<file path="src/rtl/flow_ctrl.sv">
// rtl/flow_ctrl.sv - pipeline stall/flush/redirect controller with pending-jump FSM
module flow_ctrl (
    input  logic        clk,
    input  logic        rst_n,
    input  logic        if_ready_i,
    input  logic        id_load_use_i,
    input  logic        ex_div_busy_i,
    input  logic        ex_jump_i,
    input  logic [31:0] ex_jump_addr_i,
    input  logic        mem_req_i,
    input  logic        mem_ready_i,
    output logic        fc_stall_pc_o,
    output logic        fc_stall_ifid_o,
    output logic        fc_stall_idex_o,
    output logic        fc_stall_exmem_o,
    output logic        fc_flush_ifid_o,
    output logic        fc_flush_idex_o,
    output logic        fc_flush_exmem_o,
    output logic        fc_flush_memwb_o,
    output logic        fc_jump_o,
    output logic [31:0] fc_jump_addr_o,
    output logic [31:0] fc_stall_cnt_o
);

    typedef enum logic {IDLE, PEND_JUMP} state_t;

    state_t      state, state_next;
    logic [31:0] pend_addr, pend_addr_next;
    logic [31:0] stall_cnt;
    logic        mem_stall, div_stall;
    logic [3:0]  stall_raw, flush_raw;
    logic        jump_raw;
    logic [31:0] jump_addr_raw;

    assign mem_stall = mem_req_i & ~mem_ready_i;
    assign div_stall = ex_div_busy_i & ~mem_stall;

    // State and latched redirect target
    always_ff @(posedge clk or negedge rst_n) begin
        if (!rst_n) begin
            state     <= IDLE;
            pend_addr <= 32'h0;
        end else begin
            state     <= state_next;
            pend_addr <= pend_addr_next;
        end
    end

    // Priority resolution: memory stall > divider stall > redirect > load-use.
    // stall_raw = {pc, ifid, idex, exmem}, flush_raw = {ifid, idex, exmem, memwb}
    always_comb begin
        state_next     = state;
        pend_addr_next = pend_addr;
        stall_raw      = 4'b0000;
        flush_raw      = 4'b0000;
        jump_raw       = 1'b0;
        jump_addr_raw  = 32'h0;
        if (mem_stall) begin
            stall_raw = 4'b1111;
            flush_raw = 4'b0001;
        end else if (div_stall) begin
            stall_raw = 4'b1110;
            flush_raw = 4'b0010;
        end else if (state == IDLE) begin
            if (ex_jump_i && if_ready_i) begin
                jump_raw      = 1'b1;
                jump_addr_raw = ex_jump_addr_i;
                flush_raw     = 4'b1100;
            end else if (ex_jump_i) begin
                // Fetch in flight: hold PC until IF can accept the redirect
                pend_addr_next = ex_jump_addr_i;
                state_next     = PEND_JUMP;
                stall_raw      = 4'b1000;
                flush_raw      = 4'b0100;
            end else if (id_load_use_i) begin
                stall_raw = 4'b1100;
                flush_raw = 4'b0100;
            end
        end else begin
            if (if_ready_i) begin
                // Stale fetch in IF/ID is discarded as the redirect goes out
                jump_raw      = 1'b1;
                jump_addr_raw = pend_addr;
                flush_raw     = 4'b1000;
                state_next    = IDLE;
            end else begin
                stall_raw = 4'b1000;
                flush_raw = 4'b0100;
            end
        end
    end

    // Outputs are held quiet while reset is asserted
    always_comb begin
        {fc_stall_pc_o, fc_stall_ifid_o, fc_stall_idex_o, fc_stall_exmem_o} = rst_n ? stall_raw : 4'b0000;
        {fc_flush_ifid_o, fc_flush_idex_o, fc_flush_exmem_o, fc_flush_memwb_o} = rst_n ? flush_raw : 4'b0000;
        fc_jump_o      = rst_n & jump_raw;
        fc_jump_addr_o = rst_n ? jump_addr_raw : 32'h0;
    end

    // Count cycles in which the PC is held; wraps naturally
    always_ff @(posedge clk or negedge rst_n) begin
        if (!rst_n) begin
            stall_cnt <= 32'h0;
        end else if (fc_stall_pc_o) begin
            stall_cnt <= stall_cnt + 32'h1;
        end
    end

    assign fc_stall_cnt_o = stall_cnt;

endmodule

</file>
<file path="config.mk">
export PLATFORM = sky130hd
export DESIGN_NAME = flow_ctrl
export DESIGN_NICKNAME = d
export VERILOG_FILES = /design/src/rtl/flow_ctrl.sv
export SDC_FILE = /design/constraint.sdc
export NUM_CORES = 1
export LEC_CHECK = 0
export BUFFER_PORTS_ARGS = -buffer_cell sky130_fd_sc_hd__buf_4
export CAP_MARGIN = 0
export CELL_PAD_IN_SITES_DETAIL_PLACEMENT = 0
export CELL_PAD_IN_SITES_GLOBAL_PLACEMENT = 1
export CORE_ASPECT_RATIO = 1.1
export CORE_MARGIN = 10
export CORE_UTILIZATION = 35
export DETAILED_ROUTE_END_ITERATION = 7
export PLACE_DENSITY_LB_ADDON = 0.1
export SLEW_MARGIN = 10
export SYNTH_ARGS = -nofsm -noshare
export SYNTH_HDL_FRONTEND = slang
export SYNTH_SLANG_ARGS = --single-unit
</file>
<file path="constraint.sdc">
create_clock -name clk -period 1.8 [get_ports clk]
set_clock_uncertainty 0.05 [all_clocks]
set_input_delay 0.27 -clock clk [delete_from_list [all_inputs] [get_ports clk]]
set_output_delay 0.27 -clock clk [all_outputs]
set_load 0.05 [all_outputs]
</file>
==> parameters.txt <==
Parameter                              Value

Placed design
  IO buf count    112
  HPWL after detailed placement    7.52 mm
  Area after detailed placement    4850 sq um
  Final weighted congestion of routability-driven global placement    0.773

Clock tree
  CTS clock-pin slew for the worst setup and hold paths    0.07 ns
  Root buffer cell    clkbuf_8
  Clock tree from TritonCTS    built
  Maximum root-to-sink buffer count    2
  Worst-Skew Late Latency    0.34 ns
  Total CTS buffers    9
  Sink count of the clock tree    65
  Number of levels the H-tree was split into    3

Floorplan
  Number of placement rows    37
  Die Footprint    14,100 sq um
  Number of top-level pins    113
  Starting utilization of the core area    0.362
  Width of the die    114 um
  Y dimension of the die    124 um
  Placeable core region    9440 sq um

Power
  Total power    0.00546 W
  Power per unit of standard cell area    916 nW/um^2
  Worst VDD drop    899 uV
  Leakage component of the power    2.63 nW

Yosys
  Yosys warns    0
  Cell taking the most area after synthesis    dfrtp_1
  Synthesis-stage register bit count    65
  Main synth FF type    dfrtp_1
  Synth unique cells    36
  Async set-or-reset flop fraction in the synthesized netlist    1.00
  Sequential share of the synthesized area    0.476
  Mean post-synth cell area    11.0 sq um
  Area share of the leading cell type in the synthesized netlist    0.476
  Area of the mapped netlist    3420 sq um
  Net count after synthesis    353
  Leading post-synthesis cells by cell area    dfrtp_1 (48%), mux2_2 (11%), xor2_1 (7.7%)
  Post-synth EDFFs    0
  Cell count after synthesis    312

Timing
  Number of pins exceeding their max-slew limit in the final report    0
  RSZ-0062 raised after global routing    true
  Final-report setup violation count    38
  Period minus WS final    2.04 ns
  Slew at the pin with the worst max-slew slack    0.564 ns
  Final worst-path cycle share    1.14
  Final critical-path setup slack    -0.243 ns
  Number of hold-slack violations in the final timing report    0
  Slew margin rel.    0.623
  Highest clock rate    489 MHz

Worst setup path
  Series of cell instances along the critical path    o21ba_2, o41ai_4, buf_4, inv_1, buf_4
  Startpoint-to-endpoint class of the critical path    reg2out
  Depth of the worst register-to-register path    6
  Slowest stage delay, CP    0.42 ns
  CP Launch Point    state
  Required time reported for the critical path endpoint    1.48 ns
  Startpoint of the lowest-slack register-to-register path    state
  Timing endpoint of the critical path    fc_stall_pc_o
  Setup slack, reg-to-reg    -0.06 ns
  Endpoint of the most critical register-to-register path    fc_stall_cnt_o[1]
  Setup crit start kind    flip-flop
  Setup crit end kind    output port
  Cell type with the highest occurrence count on the critical path    buf_4
  Worst-path cell with the longest stage delay    dfrtp_2
  Arrival time reported for the critical path endpoint    1.72 ns
  Maximum fanout along the worst path    3

GRT
  Vias in the first global route    3,295
  Maximum number of pins on one net before global-route repair    41
  Antenna violations before repair    0
  Global-route wire length before repair    17.6 mm
  Overall global routing resource usage    0.154
  Remaining global-route overflow    0

Drt
  Total Wirelength    11.5 mm
  Starting DRT DRC Count    90
  Mean number of vias per cell    5.24
  Router iterations before antenna repair    4
  Routed len/inst    19.7 um
  Post-DRT Antenna Nets    0
  Total DRC errors in the routed layout    0
  Number of vias after detailed routing    3,052

Run status
  Status    complete, but fails checks
  Violated checks    setup timing

Job
  Max_cap viols    0

Hold path
  HP Class    in2async

Finish
  Area growth syn-to-layout    74.4%
  Fraction of final layout cells sized beyond drive strength 1    0.662
  Diodes inserted    0
  Number of nets in the final layout    501
  Post-route cell area    5960 sq um
## report_power, final
group          leakage [nW]  switching, W  internal (W)
clock                0.0941      0.000566      0.000635
combinational          1.76       0.00120      0.000927
sequential            0.776      0.000306       0.00182
total                  2.63       0.00208       0.00338
## registers in the layout (all words and copies together) (netlist names)
name / count
pend_addr: 32
state: 1
fc_stall_cnt_o: 32
## metal layers
| metal | part of all wire | GRT usage | up-vias |
|---|---|---|---|
| met5 | 0 | 0 | - |
| met2 | 0.51 | 0.259 | 91 |
| met1 | 0.43 | 0.187 | 1508 |
| met4 | 0.016 | 0.0588 | 0 |
| li1 | - | - | 1437 |
| met3 | 0.053 | 0.0380 | 16 |
## critical path, delay by kind of cell (launching register included)
family / cells / cell delay [ns]
DFF: 1 / 0.42
AOI/OAI and AO/OA: 2 / 0.55
buffers and inverters: 3 / 0.41
## cells by family (layout without fill, tap and decap cells)
logic type | count (synthesis) | count (layout) | share of synthesized area
and+or+nand+nor | 121 | 121 | 0.209
DFF | 65 | 65 | 0.476
AOI/OAI and AO/OA | 36 | 36 | 0.0853
muxes | 34 | 34 | 0.112
xor gates and xnor gates | 31 | 31 | 0.0794
buffers and inverters | 24 | 177 | 0.0355
adders and majority gates | 1 | 1 | 0.00366
## worst min-delay path by stage
stage | start | end | slack, ns
2_1_floorplan | rst_n | fc_stall_cnt_o[0] | -0.08
3_3_place_gp | rst_n | state | 0.06
3_5_place_dp | rst_n | state | 0.06
4_1_cts | rst_n | pend_addr[17] | 0.08
5_1_grt | ex_jump_addr_i[22] | pend_addr[22] | 0.11
6_report | rst_n | pend_addr[17] | 0.08
## synthesized netlist by cell type, types with 2 or more instances
cell type	n
inv_1	3
mux2_1	2
dfrtp_1	65
clkbuf_1	13
and3_1	4
nand3_1	7
nor3_1	8
nand4_1	9
a22oi_1	32
nor4b_1	2
buf_4	6
and4_1	7
xor2_1	30
nand2_1	14
nor2_1	42
mux2_2	32
nor4_1	9
nor4_2	7
and2_1	3
## cell type report
type / count / area (sq um)
fill: 763 / 3480
multi-input combinational: 223 / 2430
sequential: 65 / 1650
timing repair buffer: 158 / 1550
tap: 117 / 146
clock buffer: 12 / 135
clock inverter: 4 / 45.0
inverter: 3 / 11.3
## layout by cell type (no fill, tap or decap), types with 2 or more instances in the layout
cell type,Yosys,layout
a22oi_1,32,16
a22oi_2,0,16
and2_1,3,2
and3_1,4,4
and4_1,7,7
buf_12,0,6
buf_16,0,2
buf_4,6,100
buf_6,1,35
buf_8,0,10
clkbuf_1,13,3
clkbuf_16,0,2
clkbuf_8,0,9
clkinv_2,0,3
dfrtp_1,65,49
dfrtp_2,0,16
dlygate4sd3_1,0,3
inv_1,3,3
mux2_4,0,32
nand2_1,14,13
nand3_1,7,6
nand4_1,9,9
nor2_1,42,6
nor2_2,0,3
nor2_4,0,33
nor3_1,8,2
nor3_2,0,3
nor3_4,0,3
nor3b_4,1,2
nor4_2,7,2
nor4_4,0,14
xor2_1,30,30
## per-stage QoR
step | utilization | std cells | TNS, ns | hold WS (ns) | worst slack (ns)
2_1_floorplan | - | 312 | -0.0811 | -0.0756 | -0.0292
3_3_place_gp | 0.514 | 547 | -0.973 | 0.0587 | -0.0384
3_5_place_dp | 0.514 | 547 | -2.34 | 0.0608 | -0.0616
4_1_cts | 0.570 | 573 | -6.39 | 0.0800 | -0.234
5_1_grt | 0.631 | 582 | -9.74 | 0.111 | -0.301
6_report | 0.631 | 582 | -6.12 | 0.0801 | -0.243
## what timing repair did
| item | 4_1_cts | 5_1_grt |
|---|---|---|
| buffers inserted | 5 | 8 |
| endpoints found under the setup margin | 40 | 94 |
| hold buffers | 3 | 0 |
| gates cloned | 2 | 3 |
| resized for setup | 61 | 95 |
| endpoints found under the hold margin | 25 | 0 |
| pin swaps | 4 | 18 |
Power figures use the tool's default switching activity.
